[src/rtl/bcd_lap_timer.sv]
`default_nettype none
// ============================================================================
//  Module   : bcd_lap_timer
//  Purpose  : MM..M:SS BCD up/down timer with a tick prescaler, lower/upper
//             limits, saturating minute adjust and a lap-capture FIFO.
//  Ports    : clk       - rising-edge clock
//             RESET     - synchronous, active-low reset
//             START     - level run enable
//             REVERSE   - 0 = count up toward UPPER, 1 = count down to LOWER
//             CLEAR     - pulse: load direction preset, empty lap FIFO
//             ADD       - pulse: +1 minute, saturates at UPPER
//             SUBTRACT  - pulse: -1 minute, saturates at LOWER
//             LAP       - pulse: push current Q into the lap FIFO
//             LAP_POP   - pulse: drop the lap FIFO head
//             Q         - BCD time, sec units in Q[3:0], minute digits above
//             RUNNING   - START and not at the terminal value
//             DONE      - one-cycle pulse after a tick lands on the terminal
//             LAP_Q     - registered FIFO head (valid with LAP_VALID)
//             LAP_VALID - FIFO not empty
//             LAP_FULL  - FIFO holds LAP_DEPTH entries
//             LAP_OVF   - sticky: a lap was dropped
//             LAP_CNT   - FIFO occupancy
//  Revision : 1.0 - initial release
// ============================================================================
module bcd_lap_timer #(
    parameter int                        MIN_DIGITS = 2,
    parameter int                        TICK_DIV   = 10,
    parameter logic [8+4*MIN_DIGITS-1:0] LOWER      = '0,
    parameter logic [8+4*MIN_DIGITS-1:0] UPPER      = {{MIN_DIGITS{4'h9}}, 8'h59},
    parameter int                        LAP_DEPTH  = 4
) (
    input  logic                            clk,
    input  logic                            RESET,
    input  logic                            START,
    input  logic                            REVERSE,
    input  logic                            CLEAR,
    input  logic                            ADD,
    input  logic                            SUBTRACT,
    input  logic                            LAP,
    input  logic                            LAP_POP,
    output logic [8+4*MIN_DIGITS-1:0]       Q,
    output logic                            RUNNING,
    output logic                            DONE,
    output logic [8+4*MIN_DIGITS-1:0]       LAP_Q,
    output logic                            LAP_VALID,
    output logic                            LAP_FULL,
    output logic                            LAP_OVF,
    output logic [$clog2(LAP_DEPTH):0]      LAP_CNT
);

    localparam int W    = 8 + 4*MIN_DIGITS;
    localparam int NDIG = 2 + MIN_DIGITS;
    localparam int AW   = (LAP_DEPTH > 1) ? $clog2(LAP_DEPTH) : 1;
    localparam int PW   = (TICK_DIV > 1) ? $clog2(TICK_DIV) : 1;

    localparam logic [PW-1:0] PRESC_LAST = PW'(TICK_DIV - 1);
    localparam logic [AW:0]   DEPTH_CNT  = (AW+1)'(LAP_DEPTH);

    // One BCD digit step with carry/borrow in; returns {carry_out, digit}.
    // lim is the digit's maximum (5 for seconds tens, 9 elsewhere).
    function automatic logic [4:0] digit_step(input logic [3:0] d,
                                              input logic [3:0] lim,
                                              input logic       down,
                                              input logic       cin);
        logic [3:0] r;
        logic       c;
        r = d;
        c = 1'b0;
        if (cin) begin
            if (!down) begin
                if (d == lim) begin
                    r = 4'd0;
                    c = 1'b1;
                end else begin
                    r = d + 4'd1;
                end
            end else begin
                if (d == 4'd0) begin
                    r = lim;
                    c = 1'b1;
                end else begin
                    r = d - 4'd1;
                end
            end
        end
        return {c, r};
    endfunction

    // Ripple a +/-1 starting at digit 'first'; returns {carry_out, value}.
    // first=0 gives a one-second step, first=2 gives a one-minute step.
    function automatic logic [W:0] bcd_ripple(input logic [W-1:0] v,
                                              input logic         down,
                                              input int           first);
        logic [W-1:0] r;
        logic         c;
        logic [4:0]   s;
        r = v;
        c = 1'b1;
        for (int i = 0; i < NDIG; i++) begin
            if (i >= first) begin
                s = digit_step(v[4*i +: 4], (i == 1) ? 4'd5 : 4'd9, down, c);
                r[4*i +: 4] = s[3:0];
                c = s[4];
            end
        end
        return {c, r};
    endfunction

    logic [W-1:0]    q;
    logic [PW-1:0]   presc;
    logic            hit;
    logic            done_r;
    logic [W-1:0]    mem [LAP_DEPTH];
    logic [AW-1:0]   rd_ptr;
    logic [AW-1:0]   wr_ptr;
    logic [AW:0]     cnt;
    logic            ovf;
    logic [W-1:0]    lap_q;

    logic            terminal;
    logic            running;
    logic            tick;
    logic            adjust;
    logic            tick_applied;
    logic [W:0]      step_raw;
    logic [W:0]      add_raw;
    logic [W:0]      sub_raw;
    logic [W-1:0]    add_val;
    logic [W-1:0]    sub_val;
    logic            step_term;
    logic [W-1:0]    q_next;
    logic [PW-1:0]   presc_next;

    logic            pop_ok;
    logic            push_ok;
    logic            drop;
    logic [AW:0]     cnt_after_pop;
    logic [AW:0]     cnt_next;
    logic [AW-1:0]   rd_next;
    logic [W-1:0]    head_next;

    // Counting datapath
    always_comb begin
        terminal     = REVERSE ? (q == LOWER) : (q == UPPER);
        running      = START && !terminal;
        tick         = running && (presc == PRESC_LAST);
        adjust       = ADD || SUBTRACT;
        // A tick that collides with CLEAR or any adjust request is lost.
        tick_applied = tick && !CLEAR && !adjust;

        step_raw  = bcd_ripple(q, REVERSE, 0);
        step_term = REVERSE ? (step_raw[W-1:0] == LOWER) : (step_raw[W-1:0] == UPPER);

        // Valid BCD orders the same as binary, so limits compare directly.
        // A carry/borrow out of the top minute digit means wrap: saturate.
        add_raw = bcd_ripple(q, 1'b0, 2);
        sub_raw = bcd_ripple(q, 1'b1, 2);
        add_val = (add_raw[W] || (add_raw[W-1:0] > UPPER)) ? UPPER : add_raw[W-1:0];
        sub_val = (sub_raw[W] || (sub_raw[W-1:0] < LOWER)) ? LOWER : sub_raw[W-1:0];

        q_next = q;
        if (CLEAR) begin
            q_next = REVERSE ? UPPER : LOWER;
        end else if (ADD && !SUBTRACT) begin
            q_next = add_val;
        end else if (SUBTRACT && !ADD) begin
            q_next = sub_val;
        end else if (tick_applied) begin
            q_next = step_raw[W-1:0];
        end

        presc_next = '0;
        if (!CLEAR && running && !tick) begin
            presc_next = presc + PW'(1);
        end
    end

    // Lap FIFO control
    always_comb begin
        pop_ok        = LAP_POP && (cnt != '0);
        // A push into a full FIFO is accepted only when a pop frees the slot.
        push_ok       = LAP && ((cnt != DEPTH_CNT) || pop_ok);
        drop          = LAP && !push_ok;
        cnt_after_pop = cnt - (AW+1)'(pop_ok);
        cnt_next      = cnt_after_pop + (AW+1)'(push_ok);
        rd_next       = rd_ptr + AW'(pop_ok);

        // Head register follows the entry that will be at the head next
        // cycle; a push into an (effectively) empty FIFO becomes the head.
        if (cnt_next == '0) begin
            head_next = '0;
        end else if (push_ok && (cnt_after_pop == '0)) begin
            head_next = q;
        end else begin
            head_next = mem[rd_next];
        end
    end

    always_ff @(posedge clk) begin
        if (!RESET) begin
            q      <= LOWER;
            presc  <= '0;
            hit    <= 1'b0;
            done_r <= 1'b0;
            rd_ptr <= '0;
            wr_ptr <= '0;
            cnt    <= '0;
            ovf    <= 1'b0;
            lap_q  <= '0;
        end else begin
            q      <= q_next;
            presc  <= presc_next;
            // DONE trails the tick that reached the terminal by one cycle.
            hit    <= tick_applied && step_term;
            done_r <= hit;
            if (CLEAR) begin
                rd_ptr <= '0;
                wr_ptr <= '0;
                cnt    <= '0;
                ovf    <= 1'b0;
                lap_q  <= '0;
            end else begin
                rd_ptr <= rd_next;
                wr_ptr <= wr_ptr + AW'(push_ok);
                cnt    <= cnt_next;
                lap_q  <= head_next;
                if (drop) begin
                    ovf <= 1'b1;
                end
            end
        end
    end

    // Storage array needs no reset; occupancy tracking decides validity.
    always_ff @(posedge clk) begin
        if (RESET && !CLEAR && push_ok) begin
            mem[wr_ptr] <= q;
        end
    end

    assign Q         = q;
    assign RUNNING   = running;
    assign DONE      = done_r;
    assign LAP_Q     = lap_q;
    assign LAP_VALID = (cnt != '0);
    assign LAP_FULL  = (cnt == DEPTH_CNT);
    assign LAP_OVF   = ovf;
    assign LAP_CNT   = cnt;

endmodule
`default_nettype wire

[config.mk]
export PLATFORM = sky130hd
export DESIGN_NAME = bcd_lap_timer
export DESIGN_NICKNAME = d
export VERILOG_FILES = /design/src/rtl/bcd_lap_timer.sv
export SDC_FILE = /design/constraint.sdc
export NUM_CORES = 1
export LEC_CHECK = 0
export CAP_MARGIN = 20
export CELL_PAD_IN_SITES_DETAIL_PLACEMENT = 1
export CELL_PAD_IN_SITES_GLOBAL_PLACEMENT = 1
export CORE_UTILIZATION = 50
export DETAILED_ROUTE_END_ITERATION = 10
export PLACE_DENSITY = 0.9
export REMOVE_ABC_BUFFERS = 1
export SLEW_MARGIN = 20
export SYNTH_ARGS = -nofsm -noshare
export SYNTH_HDL_FRONTEND = slang
export SYNTH_SLANG_ARGS = --single-unit
[constraint.sdc]
create_clock -name clk -period 5.1 [get_ports clk]
set_clock_uncertainty 0.1 [all_clocks]
set_input_delay 1.53 -clock clk [delete_from_list [all_inputs] [get_ports clk]]
set_output_delay 1.53 -clock clk [all_outputs]
set_load 0.01 [all_outputs]
# After elaboration in Yosys (flattened, before gate mapping)
# Memories as Yosys holds them, arrays and structs flattened.
# Cells that the tools add are included.
[op_classes]
addsub = 13
n_mul = 0
div = 0
n_lt_le_gt_ge = 2
n_eq_ne = 11
n_shift = 0
n_mux = 44
bitwise = 1
reduce_logical = 40
[op_table]
columns = ["cell", "count"]
rows = [
  ["2-to-1 mux 16 bit", 8],
  ["2-to-1 mux 4 bit", 17],
  ["equality test 16 bit (second input constant)", 2],
  ["logical NOT 16 bit", 2],
  ["adder 4 x 1 -> 4 bit (second input constant)", 5],
  ["2-to-1 mux 1 bit", 19],
  ["equality test 4 bit (second input constant)", 4],
  ["> comparator 16 bit (second input constant)", 1],
  ["logical NOT 4 bit", 4],
  ["< comparator 16 x 1 -> 1 bit (second input constant)", 1],
  ["subtractor 4 x 1 -> 4 bit (second input constant)", 4],
  ["logical AND 1 bit", 15],
  ["logical NOT 1 bit", 7],
  ["logical NOT 3 bit", 2],
  ["!= test 3 bit (second input constant)", 2],
  ["adder 2 x 1 -> 2 bit", 2],
  ["equality test 4 x 3 -> 1 bit (second input constant)", 1],
  ["logical OR 1 bit", 4],
  ["!= test 4 bit (second input constant)", 1],
  ["nonzero test 4 bit", 1],
  ["adder 3 x 1 -> 3 bit", 1],
  ["equality test 3 bit (second input constant)", 1],
  ["AND reduction 3 bit", 1],
  ["nonzero test 3 bit", 1],
  ["5 further kinds", 5],
]
[word_totals]
ff_bits = 46
latchBits = 0
ram_bits = 64
romBits = 0
inputBits = 9
out_inout_bits = 40
n_memories = 1
[memory_table]
columns = ["memory", "depth", "width", "read_ports", "rd_clocked_by_memory_dff", "wr", "line_no", "source"]
rows = [
  ["mem", 4, 16, 1, 0, 1, "113", "logic [W-1:0] mem [LAP_DEPTH];"],
]

# Depth between registers and ports, before layout
# Gate-level depths: netlist of run 1.
[depth]
word_depth = 11
mapped_depth = 11
mapped_depth_nobuf = 9

# Worst setup path before layout of run 1
# Ideal clock, no wire load.
[synth_timing]
path_type = "input to output"
start = "input port REVERSE"
end = "output port RUNNING"
arrival_ns = 2.680
setup_slack_ns = 0.790
path_stages = 5
path_buffers = 1
path_cell_list = "buf_6 nor4b_1 nand2_1 o32a_1 and2_1"
[synth_via]
elab_chain_len = 3
[synth_rtl]
columns = ["item", "line_no", "source"]
rows = [
  ["from (decl)", "35", "input logic REVERSE,"],
  ["2-to-1 mux 1 bit", "144", "terminal = REVERSE ? (q == LOWER) : (q == UPPER);"],
  ["logical NOT 1 bit", "145", "running = START && !terminal;"],
  ["logical AND 1 bit", "145", ""],
  ["to (decl)", "42", "output logic RUNNING,"],
]
# Every way passes these cells.

# Final worst setup path of run 1
# Same ends and word-level chain as after synthesis.

==> implementation parameters, run 1 <==
Parameter                              Value

Run status
  Run status    finished, final reports clean

STA
  Worst-case hold slack    379 ps
  Unrepaired setup endpoints after global routing    no
  Achievable clock frequency    0.212 GHz
  Worst Max-Slew Pin Slew    899 ps
  Sum Neg Setup Slack    0 ps
  Number of hold-slack violations in the final timing report    0
  Max-slew violation total from the final report    0
  Number of setup violations in the final report    0
  Remaining max-slew budget at the tightest pin    40.0%
  Post-route clock period utilization    92.5%
  Final worst setup slack    382 ps
  Post-layout min period    4720 ps

Die
  Starting density of the core    52.2%
  Std-Cell Core Area    11000 um2
  Row count    38
  Die extent in y    109 um
  Die boundary width    109 um
  Number of primary I/O pins    49
  Die area    11900 um2

Power
  Worst ir drop on vdd    0.258 mV
  Power density normalized to cell area    313 nW/um2
  Total leakage power    2.47 nW

CTS
  Clock network latency to the later pin of the worst-skew pair    350 ps
  Clock-pin slew of the registers on the worst-case setup and hold paths    70 ps
  Sinks on Clock Net    110
  Inserted Clock Buffers    9
  Post-CTS Hold Buffers    0
  TritonCTS clock tree    done
  CTS max path bufs    2
  Clock tree root buffer cell    sky130_fd_sc_hd__clkbuf_16
  Total number of H-tree levels    3

Layout
  Cell area after layout    6720 um2
  Area delta synth->final    17.2%
  Area of the multi-input gates    2720 um2
  Final-stage net count    610
  Count of placed standard cells in the final layout, fillers left out    725
  Fraction of layout cells with a size suffix above 1    11.5%
  Number of fill cells in the layout    1162
  Antenna Cells    0
  Sequential standard cell area    2840 um2

Yosys
  Most common flop cell mapped by yosys    sky130_fd_sc_hd__edfxtp_1
  Unique masters post-synth    65
  Top-area cell type share of the netlist area    33.5%
  Share of the yosys chip area belonging to registers    49.6%
  Largest cells by area after synthesis    sky130_fd_sc_hd__edfxtp_1 34%, sky130_fd_sc_hd__dfxtp_1 16%, sky130_fd_sc_hd__mux4_2 6.3%, sky130_fd_sc_hd__ha_1 4.4%, sky130_fd_sc_hd__mux2i_1 4.0%
  Leading cell type by number of instances after synthesis    sky130_fd_sc_hd__edfxtp_1
  Cell accounting for the most synthesized area    sky130_fd_sc_hd__edfxtp_1
  Commonest cells in the synthesized netlist    64 x sky130_fd_sc_hd__edfxtp_1, 52 x sky130_fd_sc_hd__nor2_1, 46 x sky130_fd_sc_hd__dfxtp_1
  FF+latch count, synth    110
  Async set or reset register ratio after synthesis    0%
  Count of flip-flops with a built-in enable after synthesis    64
  Synthesized area per cell    10.8 um2
  Total standard cell area after synthesis    5730 um2
  Number of warnings printed during yosys synthesis    0
  Mapped Cells    532

Worst setup path
  Worst Setup End Kind    output port
  Maximum fanout along the worst path    2
  Arrival time of the worst setup path    3090 ps
  Critical path startpoint category    input pin
  Critical Path RT    3470 ps
  Worst setup path class    input pin to output port

Run
  Number of max-cap violations    0

Place
  Inst Count DP    709
  Worst slack, placed    -63.4 ps
  Placed Instance Area    6410 um2
  Port-buffer cells    48
  Final GP Congestion    0.943
  Post-detailed-placement half-perimeter wirelength    11800 um

Route
  Post-DRT Antenna Nets    0
  Total length of routed wires    16800 um
  Routed WL per cell    23.1 um
  Drt via density    6.27
  Iteration-0 DRC count of the detailed router    316
  Remaining routing DRC violations    0
  TritonRoute pass-1 iters    5
  DR vias    4544

Global route
  Total routing resource utilization after global routing    29.9%
  Via count of the first global-routing pass    4694
  Number of antenna violations at the first check in global routing    0
  Wire length of the first global-routing pass    26100 um
  Maximum number of pins on one net before global-route repair    24
  Global route total overflow    0

Worst hold path
  Hold WC Path Type    flip-flop to flip-flop
[cells by family (layout without fill, tap and decap cells)]
logic type	after synthesis	in the layout	synth area share (%)
xor gates and xnor gates	11	11	1.68
buffers and inverters	51	104	3.69
muxes	40	40	10.5
and+or+nand+nor	188	188	17.2
adders and majority gates	20	20	4.37
DFF	110	110	49.6
AOI/OAI and AO/OA	112	112	12.9
[critical path, cell delays in order]
cell and delay [ps]:
sky130_fd_sc_hd__clkdlybuf4s50_1 520, sky130_fd_sc_hd__nor4b_4 250, sky130_fd_sc_hd__nand2_1 110, sky130_fd_sc_hd__o32a_1 350
sky130_fd_sc_hd__and2_1 170, sky130_fd_sc_hd__dlymetal6s2s_1 170
[cell usage in the layout (no fill, tap or decap), types with 7 or more instances in the layout]
| cell type | synthesis | routed |
|---|---|---|
| sky130_fd_sc_hd__clkdlybuf4s50_1 | 0 | 47 |
| sky130_fd_sc_hd__clkbuf_16 | 0 | 9 |
| sky130_fd_sc_hd__and2_1 | 13 | 13 |
| sky130_fd_sc_hd__o211ai_1 | 7 | 7 |
| sky130_fd_sc_hd__mux2i_1 | 23 | 23 |
| sky130_fd_sc_hd__dfxtp_1 | 46 | 46 |
| sky130_fd_sc_hd__mux4_2 | 16 | 16 |
| sky130_fd_sc_hd__o22ai_1 | 10 | 10 |
| sky130_fd_sc_hd__nand3_1 | 13 | 13 |
| sky130_fd_sc_hd__nor2_1 | 52 | 52 |
| sky130_fd_sc_hd__a21oi_1 | 18 | 18 |
| sky130_fd_sc_hd__ha_1 | 20 | 20 |
| sky130_fd_sc_hd__nor3_1 | 9 | 9 |
| sky130_fd_sc_hd__buf_4 | 0 | 21 |
| sky130_fd_sc_hd__nand2_1 | 39 | 39 |
| sky130_fd_sc_hd__nor2b_1 | 11 | 11 |
| sky130_fd_sc_hd__inv_1 | 20 | 20 |
| sky130_fd_sc_hd__o21ai_0 | 29 | 29 |
| sky130_fd_sc_hd__edfxtp_1 | 64 | 64 |
[through the flow]
step	utilization [%]	total power, mW
after floorplan	-	1.28
after global placement	58.4	1.44
after detailed placement	58.4	1.46
after CTS	60.9	2.11
after global routing	61.2	2.18
final	61.2	2.10
[power by group]
part	leakage (nW)	switching (mW)	total (mW)	internal [mW]
Combinational	1.33	0.252	0.446	0.194
Clock	0.133	0.320	0.651	0.331
Sequential	1.01	0.0400	1.01	0.967
Total	2.47	0.612	2.10	1.49
[flip-flops by register name (all words and copies together), names as in the netlist]
register / flops
mem: 64
LAP_Q: 16
Q: 16
presc: 4
LAP_CNT: 3
rd_ptr: 2
wr_ptr: 2
DONE: 1
LAP_OVF: 1
hit: 1
[cell type report]
type	instances	area share, %
Sequential cell	110	42.3
Multi-Input combinational cell	371	40.5
Timing Repair Buffer	69	9.54
Clock buffer	10	3.41
Tap cell	140	2.61
Inverter	20	1.12
Clock inverter	5	0.540
[per-layer routing]
layer / up-vias / wire length, um / global-route usage [%]
met1: 2270 / 6960 / 37.6
met4: 0 / 348 / 11.1
met3: 33 / 967 / 5.14
li1: 2074 / - / -
met2: 167 / 8500 / 51.2
met5: - / 0 / 0
[what timing repair did]
| action | 4_1_cts | 5_1_grt |
|---|---|---|
| setup buffers | 0 | 1 |
| gates resized for setup | 2 | 3 |
| endpoints found under the setup margin | 1 | 1 |
[final timing paths]
path	from	to	slack, ps	depth (start not counted)
max	REVERSE	RUNNING	380	6
min reg2reg	presc[0]	presc[0]	380	1
max reg2reg	Q[0]	hit	1740	7
min	presc[0]	presc[0]	380	1
Note: power is estimated with default switching activity, not from simulation.
==> inputs of run 2 (changes only) <==
Settings changed: CORE_UTILIZATION 50 to 46, PLACE_DENSITY 0.9 to 0.85, SLEW_MARGIN 20 to default.
Clock period 5.1 ns to 4.5 ns, I/O delays scaled along.
==> run 2 against run 1 <==
Compared with the run above: sequential share of layout area is 0.84 points lower; combinational power is 16% higher; clock power is 23% higher; via count is 0.22% higher; die area is 8.5% higher; critical path depth is 1 higher; worst setup slack better by 4.9 ps; register-to-register slack worse by 630 ps; global-route usage is 3.2 points lower; highest routed layer unchanged.
==> implementation parameters, run 2 (same netlist as run 1, synthesis figures left out) <==
Parameter                              Value

Global route
  Number of antenna violations at the first check in global routing    0
  Maximum number of pins on one net before global-route repair    23
  Total routing resource utilization after global routing    26.7%
  Via count of the first global-routing pass    4814
  Global route total overflow    0
  Wire length of the first global-routing pass    25700 um

Worst setup path
  CP Launch Point    Q[13]
  Worst reg2reg startpoint    Q[13]
  Worst setup path class    flip-flop to output port
  Worst Setup End Kind    output port
  Arrival time of the worst setup path    2660 ps
  Critical Path RT    3050 ps
  Maximum fanout along the worst path    13
  Critical path startpoint category    flip-flop

Die
  Die area    12900 um2
  Row count    40
  Die extent in y    114 um
  Die boundary width    114 um
  Std-Cell Core Area    12100 um2
  Starting density of the core    47.5%
  Number of primary I/O pins    49

Route
  Detailed-routed wire length on met3    795 um
  TritonRoute pass-1 iters    5
  Total length of routed wires    16300 um
  Post-DRT Antenna Nets    0
  Top routing layer used    met4
  DR vias    4554
  Drt via density    5.95
  DR WL met2    8310 um
  Routed WL per cell    21.3 um
  Met1 wire length    6760 um
  Remaining routing DRC violations    0
  Iteration-0 DRC count of the detailed router    307

STA
  Post-route clock period utilization    91.4%
  Number of hold-slack violations in the final timing report    0
  Unrepaired setup endpoints after global routing    no
  Number of setup violations in the final report    0
  Remaining max-slew budget at the tightest pin    49.4%
  Max-slew violation total from the final report    0
  Worst Max-Slew Pin Slew    758 ps
  Post-layout min period    4110 ps
  Final worst setup slack    387 ps
  Achievable clock frequency    0.243 GHz

Layout
  Layout Utilization    56.8%
  Number of fill cells in the layout    1301
  Antenna Cells    0
  Highest-count cells in the layout ignoring fill and taps    64 x sky130_fd_sc_hd__edfxtp_1, 52 x sky130_fd_sc_hd__nor2_1, 46 x sky130_fd_sc_hd__dfxtp_1, 46 x sky130_fd_sc_hd__clkdlybuf4s50_1, 39 x sky130_fd_sc_hd__nand2_1
  Final-stage net count    621
  Max FFs per register    64
  Area delta synth->final    19.6%
  Most common cell after layout, fill and taps aside    sky130_fd_sc_hd__edfxtp_1
  Fraction of layout cells with a size suffix above 1    13.4%
  Register with the most flip-flops    mem

CTS
  Clock network latency to the later pin of the worst-skew pair    360 ps
  Total number of H-tree levels    3
  Clock tree root buffer cell    sky130_fd_sc_hd__clkbuf_16
  CTS max path bufs    2
  Inserted Clock Buffers    9
  TritonCTS clock tree    done
  Sinks on Clock Net    110
  Clock-pin slew of the registers on the worst-case setup and hold paths    80 ps

Run status
  Run status    finished, final reports clean

Power
  Pwr Total    2.45 mW
  Worst ir drop on vdd    0.168 mV
  Total leakage power    2.53 nW
  Power density normalized to cell area    358 nW/um2

Place
  Final GP Congestion    0.922
  Post-detailed-placement half-perimeter wirelength    11500 um
  Port-buffer cells    48
  Worst slack, placed    -356 ps

Run
  Number of max-cap violations    0

Worst hold path
  Hold WC Path Type    flip-flop to flip-flop
  Startpoint of the worst hold path    LAP_OVF
-- run 2: changes by cell type in the layout (fill, tap and decap cells not counted), moves of 2 or more --
cell,change
sky130_fd_sc_hd__clkinv_2,-2
sky130_fd_sc_hd__inv_8,+2
sky130_fd_sc_hd__clkinvlp_4,+2
sky130_fd_sc_hd__buf_4,+11
sky130_fd_sc_hd__clkinv_4,-2
-- run 2: stage by stage --
step	cell area, um2	setup TNS, ps	hold WS, ps	instances
floorplan	5600	0	312	501
global placement	6530	-276	345	748
detailed placement	6530	-356	346	748
CTS	6850	0	379	764
global route	6850	0	390	765
finish	6850	0	371	765
-- run 2: worst paths after layout --
path | end | cells past startpoint | slack (ps)
hold reg to reg | LAP_OVF | 2 | 370
setup / recovery | RUNNING | 7 | 390
setup reg to reg | Q[5] | 10 | 1110
hold / removal | LAP_OVF | 2 | 370
-- run 2: worst max-delay path, stage by stage (launching register included) --
cell and delay, ps:
sky130_fd_sc_hd__dfxtp_1 470, sky130_fd_sc_hd__inv_1 250, sky130_fd_sc_hd__ha_1 250, sky130_fd_sc_hd__nor3b_1 380
sky130_fd_sc_hd__nand2_1 210, sky130_fd_sc_hd__o32a_1 430, sky130_fd_sc_hd__and2_4 180, sky130_fd_sc_hd__clkbuf_2 120
-- run 2: area by class of cell --
type / count / area [um2] / area share [%]
clock buffers: 12 / 258 / 3.76
clock inverters: 4 / 37.5 / 0.548
inverters: 20 / 75.1 / 1.10
multi-input cells: 371 / 2710 / 39.6
flip-flops and latches: 110 / 2840 / 41.5
well taps: 168 / 210 / 3.07
repair buffers: 80 / 718 / 10.5
-- run 2: what timing repair did --
| item | 4_1_cts | 5_1_grt |
|---|---|---|
| setup endpoints to repair | 1 | 1 |
| gates resized for setup | 6 | 2 |
| hold endpoints to repair | 0 | 0 |
| pin swaps | 1 | 1 |
| hold buffers | 0 | 0 |
| setup buffers | 0 | 1 |
-- run 2: report_power, final --
group          switching (mW)  internal (mW)
Clock                   0.380          0.418
Sequential             0.0393           1.10
Combinational           0.287          0.230
Total                   0.706           1.74
-- run 2: layer usage --
metal	GRT usage (%)	vias up
met5	0	-
met4	12.5	0
met3	4.68	30
met2	46.9	126
met1	31.9	2291
li1	-	2107
